<file path="src/rtl/string_pkg.sv">
// Shared definitions for the LED string frame sequencer: FSM states, pixel
// width, colour-order selectors, default timing and the colour reorder helper.
// No ports; imported by string_frame_sequencer and ready_waiter.
package string_pkg;

  localparam int PIXEL_W = 24;

  // Colour order emitted on pixel_data. Memory always holds RGB.
  localparam bit COLOR_RGB = 1'b0;
  localparam bit COLOR_GRB = 1'b1;

  localparam int DEF_HOLDOFF       = 2;
  localparam int DEF_READY_TIMEOUT = 4095;

  typedef logic [PIXEL_W-1:0] pixel_t;

  typedef enum logic [3:0] {
    ST_IDLE,
    ST_FETCH,
    ST_CAPTURE,
    ST_WAIT_PIX,
    ST_HOLD_PIX,
    ST_BLANK,
    ST_HOLD_BLK,
    ST_WAIT_BLK,
    ST_DONE
  } state_e;

  // GRB ordering swaps the red and green bytes; blue stays in the low byte.
  function automatic pixel_t color_order(input pixel_t rgb, input bit order);
    pixel_t res;
    res = rgb;
    if (order == COLOR_GRB) begin
      res = {rgb[15:8], rgb[23:16], rgb[7:0]};
    end else if (order == COLOR_RGB) begin
      res = rgb;
    end
    return res;
  endfunction

endpackage

</file>
<file path="src/rtl/ready_waiter.sv">
// Holdoff / ready-wait timer shared by the pixel and blanking phases of the sequencer.
// Latency: hold phase reports go after HOLDOFF+1 cycles; wait phase reports go on the
// first cycle string_ready is seen, or when the wait count reaches READY_TIMEOUT.
// Ports: clk/rst; start_i (restart, cycle before phase entry), hold_i (1 = holdoff
// phase, 0 = ready wait), string_ready_i; go_o (phase complete), timed_out_o.
module ready_waiter
  import string_pkg::*;
#(
  parameter int HOLDOFF       = DEF_HOLDOFF,
  parameter int READY_TIMEOUT = DEF_READY_TIMEOUT
) (
  input  logic clk,
  input  logic rst,
  input  logic start_i,
  input  logic hold_i,
  input  logic string_ready_i,
  output logic go_o,
  output logic timed_out_o
);

  localparam int HW = (HOLDOFF > 0) ? $clog2(HOLDOFF + 1) : 1;
  localparam int TW = (READY_TIMEOUT > 0) ? $clog2(READY_TIMEOUT + 1) : 1;

  logic          hold_mode_q, hold_mode_d;
  logic [HW-1:0] hold_cnt_q, hold_cnt_d;
  logic [TW-1:0] wait_cnt_q, wait_cnt_d;
  logic          hold_done;
  logic          wait_done;

  // The pulse cycle itself counts as cycle 0 of the holdoff, so string_ready is
  // ignored for HOLDOFF further cycles after the pulse.
  assign hold_done = (hold_cnt_q == HW'(HOLDOFF));
  assign wait_done = (wait_cnt_q == TW'(READY_TIMEOUT));

  assign go_o        = hold_mode_q ? hold_done : (string_ready_i || wait_done);
  assign timed_out_o = !hold_mode_q && wait_done && !string_ready_i;

  always_comb begin
    hold_mode_d = hold_mode_q;
    hold_cnt_d  = hold_cnt_q;
    wait_cnt_d  = wait_cnt_q;
    if (start_i) begin
      hold_mode_d = hold_i;
      hold_cnt_d  = '0;
      wait_cnt_d  = '0;
    end else if (hold_mode_q) begin
      if (!hold_done) hold_cnt_d = hold_cnt_q + HW'(1);
    end else begin
      // Saturate so an idle waiter never wraps back below the threshold.
      if (!wait_done) wait_cnt_d = wait_cnt_q + TW'(1);
    end
  end

  always_ff @(posedge clk) begin
    if (rst) begin
      hold_mode_q <= 1'b0;
      hold_cnt_q  <= '0;
      wait_cnt_q  <= '0;
    end else begin
      hold_mode_q <= hold_mode_d;
      hold_cnt_q  <= hold_cnt_d;
      wait_cnt_q  <= wait_cnt_d;
    end
  end

endmodule

</file>
<file path="src/rtl/string_frame_sequencer.sv">
// Streams one frame of NUM_PIXELS words from a sync-read frame buffer into a WS2812B
// string driver, then requests blanking and reports completion.
// Latency: 4+HOLDOFF cycles per pixel with an always-ready driver; each ready wait is
// bounded by READY_TIMEOUT (sticky timeout_err). Backpressure: string_ready gates every
// pixel_data_valid / h_blank pulse. Ports: frame-buffer read (mem_*), driver (pixel_*,
// h_blank, string_ready), control (frame_start, auto_repeat) and status (busy,
// frame_done, frame_count, timeout_err). All outputs registered.
module string_frame_sequencer
  import string_pkg::*;
#(
  parameter int NUM_PIXELS    = 150,
  parameter int ADDR_W        = 8,
  parameter int COLOR_SWAP    = 1,
  parameter int READY_TIMEOUT = DEF_READY_TIMEOUT,
  parameter int HOLDOFF       = DEF_HOLDOFF
) (
  input  logic               clk,
  input  logic               rst,
  input  logic               frame_start,
  input  logic               auto_repeat,
  output logic               mem_rd_en,
  output logic [ADDR_W-1:0]  mem_addr,
  input  logic [PIXEL_W-1:0] mem_rd_data,
  output logic [PIXEL_W-1:0] pixel_data,
  output logic               pixel_data_valid,
  output logic               h_blank,
  input  logic               string_ready,
  output logic               busy,
  output logic               frame_done,
  output logic [15:0]        frame_count,
  output logic               timeout_err
);

  localparam logic [ADDR_W-1:0] LAST_IDX = ADDR_W'(NUM_PIXELS - 1);
  localparam bit ORDER = (COLOR_SWAP != 0) ? COLOR_GRB : COLOR_RGB;

  state_e              state_q, state_d;
  logic [ADDR_W-1:0]   index_q, index_d;
  pixel_t              pix_reg_q, pix_reg_d;
  logic                mem_rd_en_q, mem_rd_en_d;
  logic [ADDR_W-1:0]   mem_addr_q, mem_addr_d;
  pixel_t              pixel_data_q, pixel_data_d;
  logic                valid_q, valid_d;
  logic                h_blank_q, h_blank_d;
  logic                busy_q, busy_d;
  logic                frame_done_q, frame_done_d;
  logic [15:0]         frame_count_q, frame_count_d;
  logic                timeout_err_q, timeout_err_d;

  logic                wt_start;
  logic                wt_hold;
  logic                wt_go;
  logic                wt_timed_out;

  ready_waiter #(
    .HOLDOFF       (HOLDOFF),
    .READY_TIMEOUT (READY_TIMEOUT)
  ) u_waiter (
    .clk            (clk),
    .rst            (rst),
    .start_i        (wt_start),
    .hold_i         (wt_hold),
    .string_ready_i (string_ready),
    .go_o           (wt_go),
    .timed_out_o    (wt_timed_out)
  );

  always_comb begin
    state_d       = state_q;
    index_d       = index_q;
    pix_reg_d     = pix_reg_q;
    mem_rd_en_d   = 1'b0;
    mem_addr_d    = mem_addr_q;
    pixel_data_d  = pixel_data_q;
    valid_d       = 1'b0;
    h_blank_d     = 1'b0;
    busy_d        = busy_q;
    frame_done_d  = 1'b0;
    frame_count_d = frame_count_q;
    timeout_err_d = timeout_err_q;

    // mem_rd_en is raised on entry to FETCH so the read strobe coincides with the
    // FETCH cycle and the RAM data lands during CAPTURE.
    unique case (state_q)
      ST_IDLE: begin
        if (frame_start) begin
          state_d     = ST_FETCH;
          index_d     = '0;
          busy_d      = 1'b1;
          mem_rd_en_d = 1'b1;
          mem_addr_d  = '0;
        end
      end
      ST_FETCH: begin
        state_d = ST_CAPTURE;
      end
      ST_CAPTURE: begin
        pix_reg_d = color_order(mem_rd_data, ORDER);
        state_d   = ST_WAIT_PIX;
      end
      ST_WAIT_PIX: begin
        if (wt_go) begin
          if (wt_timed_out) timeout_err_d = 1'b1;
          pixel_data_d = pix_reg_q;
          valid_d      = 1'b1;
          state_d      = ST_HOLD_PIX;
        end
      end
      ST_HOLD_PIX: begin
        if (wt_go) begin
          if (index_q == LAST_IDX) begin
            state_d = ST_BLANK;
          end else begin
            index_d     = index_q + ADDR_W'(1);
            mem_rd_en_d = 1'b1;
            mem_addr_d  = index_q + ADDR_W'(1);
            state_d     = ST_FETCH;
          end
        end
      end
      ST_BLANK: begin
        h_blank_d = 1'b1;
        state_d   = ST_HOLD_BLK;
      end
      ST_HOLD_BLK: begin
        if (wt_go) state_d = ST_WAIT_BLK;
      end
      ST_WAIT_BLK: begin
        if (wt_go) begin
          if (wt_timed_out) timeout_err_d = 1'b1;
          state_d = ST_DONE;
        end
      end
      ST_DONE: begin
        frame_done_d  = 1'b1;
        frame_count_d = frame_count_q + 16'd1;
        if (auto_repeat) begin
          state_d     = ST_FETCH;
          index_d     = '0;
          mem_rd_en_d = 1'b1;
          mem_addr_d  = '0;
        end else begin
          state_d = ST_IDLE;
          busy_d  = 1'b0;
        end
      end
      default: begin
        state_d = ST_IDLE;
      end
    endcase

    // Restart the waiter on the edge that enters a hold or wait state, so its
    // counters read zero in the first cycle of that state.
    wt_hold  = (state_d == ST_HOLD_PIX) || (state_d == ST_HOLD_BLK);
    wt_start = (state_d != state_q) &&
               (wt_hold || (state_d == ST_WAIT_PIX) || (state_d == ST_WAIT_BLK));
  end

  always_ff @(posedge clk) begin
    if (rst) begin
      state_q       <= ST_IDLE;
      index_q       <= '0;
      pix_reg_q     <= '0;
      mem_rd_en_q   <= 1'b0;
      mem_addr_q    <= '0;
      pixel_data_q  <= '0;
      valid_q       <= 1'b0;
      h_blank_q     <= 1'b0;
      busy_q        <= 1'b0;
      frame_done_q  <= 1'b0;
      frame_count_q <= '0;
      timeout_err_q <= 1'b0;
    end else begin
      state_q       <= state_d;
      index_q       <= index_d;
      pix_reg_q     <= pix_reg_d;
      mem_rd_en_q   <= mem_rd_en_d;
      mem_addr_q    <= mem_addr_d;
      pixel_data_q  <= pixel_data_d;
      valid_q       <= valid_d;
      h_blank_q     <= h_blank_d;
      busy_q        <= busy_d;
      frame_done_q  <= frame_done_d;
      frame_count_q <= frame_count_d;
      timeout_err_q <= timeout_err_d;
    end
  end

  assign mem_rd_en        = mem_rd_en_q;
  assign mem_addr         = mem_addr_q;
  assign pixel_data       = pixel_data_q;
  assign pixel_data_valid = valid_q;
  assign h_blank          = h_blank_q;
  assign busy             = busy_q;
  assign frame_done       = frame_done_q;
  assign frame_count      = frame_count_q;
  assign timeout_err      = timeout_err_q;

endmodule

</file>
<file path="config.mk">
export PLATFORM = sky130hd
export DESIGN_NAME = string_frame_sequencer
export DESIGN_NICKNAME = d
export VERILOG_FILES = /design/src/rtl/string_pkg.sv /design/src/rtl/ready_waiter.sv /design/src/rtl/string_frame_sequencer.sv
export SDC_FILE = /design/constraint.sdc
export NUM_CORES = 1
export LEC_CHECK = 0
export BUFFER_PORTS_ARGS = -buffer_cell sky130_fd_sc_hd__buf_2
export CAP_MARGIN = 20
export CORE_UTILIZATION = 45
export DETAILED_ROUTE_END_ITERATION = 16
export GPL_TIMING_DRIVEN = 0
export PLACE_DENSITY = 0.7
export SLEW_MARGIN = 15
export SYNTH_ARGS = -nofsm -noshare
export SYNTH_HDL_FRONTEND = slang
export SYNTH_SLANG_ARGS = --single-unit
</file>
<file path="constraint.sdc">
create_clock -name clk -period 4.07 [get_ports clk]
set_clock_uncertainty 0.15 [all_clocks]
set_input_delay 1.221 -clock clk [delete_from_list [all_inputs] [get_ports clk]]
set_output_delay 1.221 -clock clk [all_outputs]
set_load 0.005 [all_outputs]
</file>
# Word level (Yosys, flattened, before mapping)
# Cells that the tools add are included.
# totals
register_bits,97
# classes
addsub,4
eq_ne,21
mux,25
bitwise_logic,4
n_reduce_logical,21
# op_table
cell,n
one-hot mux 4 bit (9 select lines),1
2-to-1 mux 8 bit,4
"== test 4 x 3 -> 1 bit, second input constant",7
one-hot mux 8 bit (3 select lines),1
2-to-1 mux 4 bit,5
"adder 16 x 1 -> 16 bit, second input constant",1
"adder 12 x 1 -> 12 bit, second input constant",1
"== test 12 bit, second input constant",1
"== test 4 x 2 -> 1 bit, second input constant",3
2-to-1 mux 1 bit,11
"adder 8 x 1 -> 8 bit, second input constant",1
"== test 8 bit, second input constant",1
"inequality test 2 bit, second input constant",4
AND reduction 2 bit,3
AND reduction 3 bit,2
OR reduction 2 bit,3
AND reduction 5 bit,1
"== test 4 x 1 -> 1 bit, second input constant",1
"== test 4 bit, second input constant",1
zero test 4 bit,1
logical OR 1 bit,4
inequality test 4 bit,1
NOT 1 bit,4
logical AND 1 bit,3
other kinds (9),10

# Longest topological paths before layout
# logic_depth
depth_word,11
depth_mapped,8
mapped_depth_nobuf,7

# Hierarchy
# A second synthesis with hierarchy kept.
# hier_totals
cells_unflattened,503
area_unflattened_um2,4110.2
# modules_own_cells
mod,n_inst,cells_each,area_each_um2,seq_area_each_um2
string_frame_sequencer,1,418,3352.0,1641.6
ready_waiter,1,85,758.2,300.3

# Least setup slack after synthesis
# No wires, ideal clock.
# synth_timing
path_kind,input to register
from,in string_ready
to,reg pixel_data_q[5] (netlist: pixel_data[5])
setup_ns,0.128
arrival_ns,2.398
required_ns,3.792
setup_slack_ns,1.394
stages,6
n_path_buf,1
path_cell_list,or2_2 > a31o_4 > nand3_2 > buf_4 > mux2i_1 > nor2_1
# synth_via
elab_chain_len,3
# synth_lines
item,line_no,text
"start, declared",string_frame_sequencer.sv:27,"input logic string_ready,"
logical OR 1 bit,ready_waiter.sv:35,assign go_o = hold_mode_q ? hold_done : (string_ready_i || wait_done);
2-to-1 mux 1 bit,ready_waiter.sv:35,
AND reduction 2 bit (no source line),--,
"end signal, assigned",string_frame_sequencer.sv:179,pixel_data_q <= pixel_data_d;
"end, declared",string_frame_sequencer.sv:42,"pixel_t pixel_data_q, pixel_data_d;"
# No other way between the ends.
# A chain may end at the register's enable or synchronous reset.

# Final worst setup path
# layout_timing
from,in string_ready
to,reg pixel_data_q[17] (netlist: pixel_data[17])
# The elaborated chain is that of the path after synthesis.

==> impl_metrics.ini <==
[run_status]
run_status = completed

[yosys]
synthesis.yosys.warnings = 0
synthTopCellsByCount = dfxtp_1 (97), nand2_1 (63), nor2_1 (54)
synth.most_common_cell = dfxtp_1
synth-seq-area-share_pct = 45.8
netlist_area_um2 = 4240
synth_top_flop_cell = dfxtp_1
synth-seq-cells = 97
synthesis.instances = 468
synth_top_cell_by_area = dfxtp_1
asyncSetResetFlopFracSynth_pct = 0
syn-num-nets = 502
synth-edff-count = 0
synth_top_area_share_pct = 45.8
synthDistinctLibCells = 56
synth_top_cells_by_area = dfxtp_1 (46%), mux2i_1 (6.4%), nand2_1 (5.6%)
synth.avg_cell_area_um2 = 9.07

[route]
detailedRoute.firstPassIterationCount = 4
drt.antenna.violating_nets = 0
initialDrtViolationCount = 146
via_count = 3544
vias_cell = 5.24
route.detailed.drc = 0
detail_route.wl_per_cell_um = 13.7
postRouteWirelength_mm = 9.29

[timing]
final_period_minus_worst_setup_slack_ps = 2540
final_slew_viol_count = 0
rsz_0062_raised_after_global_routing = false
timing.setup.tns_ps = 0
max_freq_mhz = 394
max-slew-margin-rel_pct = 49.9
setup_violations = 0
layout_worst_path_cycle_share_pct = 62.3
layout_setup_ws_ps = 1530
tightest_slew_ps = 745
final_number_of_hold_violating_endpoints = 0

[finish]
finalNetCount = 594
syn2layout_area_growth_pct = 17.4
drive_above_1_share_pct = 23.4
filler_cell_count = 875
antenna_cells_inserted = 0

[setup_path]
worstReg2RegEnd = u_waiter.hold_cnt_q[1]$_SDFFE_PP0P_
crit_path_start_kind = primary input
path_class = primary input to flop
timing.critical_path.required_ps = 4170
rrSetupSlack_ps = 1770
worst_setup_path_startpoint = string_ready
slowest_delay_ps = 340
worstRegToRegCells = 7
cp_data_arrival_time_ps = 2630
timing.rr.start = u_waiter.wait_cnt_q[0]$_SDFFE_PP0P_
cp_slowest_cell = or2_2
critical_path.endpoint = pixel_data[17]$_SDFFE_PP0P_
sort_of_element_at_the_end_of_the_critical_path = flop
crit_path_cell_trace = buf_2 -> or2_2 -> a31o_4 -> nand3_2 -> buf_4 -> mux2i_1 -> nor2_1
cp_max_fo = 10

[pwr]
power_dissipated_by_switching_net_loads_mw = 0.489
clkPwrFrac_pct = 34.7
vdd_drop_max_uv = 188
power_leakage_nw = 2.14
seqPwrFrac_pct = 56.2
internal_power_mw = 1.28
combinationalPowerShare_pct = 9.1
powerDensity_nw_per_um2 = 355
switching_share_pct = 27.6

[clocking]
cts_made_buffers = 9
cts_hold_buf = 0
post_cts_setup_bufs = 0
worstSkewPairLatency_ps = 370
root_buffer = clkbuf_8
tritoncts_num_sinks = 97
ctsHtreeMaxLevel = 3
worst_setup_hold_path_clk_slew_ps = 100
cts_max_path_buffers = 2
cts_resized = 0
cts_tree = yes

[global_route]
grt_max_degree = 20
gr-total-overflow = 0
grt_pass1_wl_mm = 15.4
grt_pass1_vias = 3302
antenna_found_initial = 0
grt.total_usage_pct = 19.6

[floorplan]
core_area_um2 = 9200
die_area_um2 = 9820
io-pin-count = 83
die_y_um = 99.1
start_util_pct = 46.1
die_x_um = 99.1
floorplan.rows = 35

[run]
timing.max_cap.violations = 0

[placed_design]
buffer_ports.inserted = 81
gp_congestion = 0.841
placement.setup.worst_slack_ps = 1120
dp_hpwl_mm = 6.81

[min_path]
min_path_type = flop to flop
[through the flow]
step | cells | cell area [µm²] | utilization [%] | total power, mW | hold WS (ps)
after floorplan | 468 | 4240 | - | 1.12 | 286
after global placement | 660 | 4790 | 52.1 | 1.17 | 291
after detailed placement | 660 | 4790 | 52.1 | 1.18 | 298
after CTS | 676 | 4980 | 54.2 | 1.78 | 312
after global routing | 676 | 4980 | 54.2 | 1.85 | 326
final | 676 | 4980 | 54.2 | 1.77 | 310
[flip-flops by register name, summed over array words and instances (netlist names)]
register              cells
u_waiter.wait_cnt_q      12
frame_done                1
pixel_data_valid          1
mem_rd_en                 1
pix_reg_q                24
mem_addr                  8
h_blank                   1
timeout_err               1
pixel_data               24
busy                      1
u_waiter.hold_cnt_q       2
u_waiter.hold_mode_q      1
state_q                   4
frame_count              16
[layout by cell type (no fill, tap or decap), types with 7 or more instances in the layout]
cell and count:
a21oi_1 31, buf_2 86, clkbuf_1 15, clkbuf_8 9, dfxtp_1 97, mux2i_1 27
nand2_1 63, nand3_1 11, nand4_1 9, nor2_1 54, nor3_1 10, nor3b_2 7
o21ai_0 14, xnor2_1 12, xor2_1 10
[layout make-up]
| type | count | area [µm²] | share of cell area, % |
|---|---|---|---|
| inverters | 6 | 22.5 | 0.452 |
| clock buffers | 9 | 124 | 2.49 |
| well taps | 111 | 139 | 2.79 |
| multi-input cells | 335 | 2120 | 42.5 |
| repair buffers | 81 | 405 | 8.14 |
| clock inverters | 7 | 71.3 | 1.43 |
| plain buffers | 30 | 161 | 3.24 |
| flip-flops and latches | 97 | 1940 | 39.0 |
[power groups by stage]
stage          sequential, mW  combinational, mW  clock, mW
2_1_floorplan            1.01              0.112          0
3_3_place_gp             1.01              0.157          0
3_5_place_dp             1.01              0.161          0
4_1_cts                 0.993              0.162      0.628
5_1_grt                 0.998              0.180      0.671
6_report                0.993              0.162      0.613
[how the worst min path moves through the flow]
stage / from / endpoint / slack, ps / cells after the start
2_1_floorplan: pix_reg_q[0]$_SDFFE_PP0P_ / pix_reg_q[0]$_SDFFE_PP0P_ / 290 / 2
3_3_place_gp: pix_reg_q[12]$_SDFFE_PP0P_ / pix_reg_q[12]$_SDFFE_PP0P_ / 290 / 2
3_5_place_dp: pix_reg_q[17]$_SDFFE_PP0P_ / pix_reg_q[17]$_SDFFE_PP0P_ / 300 / 2
4_1_cts: pix_reg_q[17]$_SDFFE_PP0P_ / pix_reg_q[17]$_SDFFE_PP0P_ / 310 / 2
5_1_grt: pix_reg_q[17]$_SDFFE_PP0P_ / pix_reg_q[17]$_SDFFE_PP0P_ / 330 / 2
6_report: pix_reg_q[20]$_SDFFE_PP0P_ / pix_reg_q[20]$_SDFFE_PP0P_ / 310 / 2
[routing by layer]
layer | vias to the layer above | GRT usage, % | share of wire, %
li1 | 1806 | - | -
met1 | 1643 | 26.1 | 48
met2 | 83 | 32.2 | 47
met3 | 12 | 3.58 | 3.8
met4 | 0 | 6.56 | 1.3
met5 | - | 0 | 0
[logic make-up (layout without fill, tap and decap cells)]
group                      Yosys count  count (layout)  synth area share [%]
muxes                               29              29                  6.90
adders and majority gates            5               5                  1.47
DFF                                 97              97                  45.8
AOI/OAI and AO/OA                   73              73                  11.6
and+or+nand+nor                    206             206                  25.4
buffers and inverters               36             133                  4.33
xor gates and xnor gates            22              22                  4.54
[critical path, delay by kind of cell]
| kind | cells | cell delay, ps |
|---|---|---|
| multiplexers | 1 | 210 |
| AO/OA/AOI/OAI | 1 | 260 |
| buffers and inverters | 2 | 350 |
| AND/OR/NAND/NOR | 3 | 570 |
No activity file was read; power rests on OpenSTA's default activity.
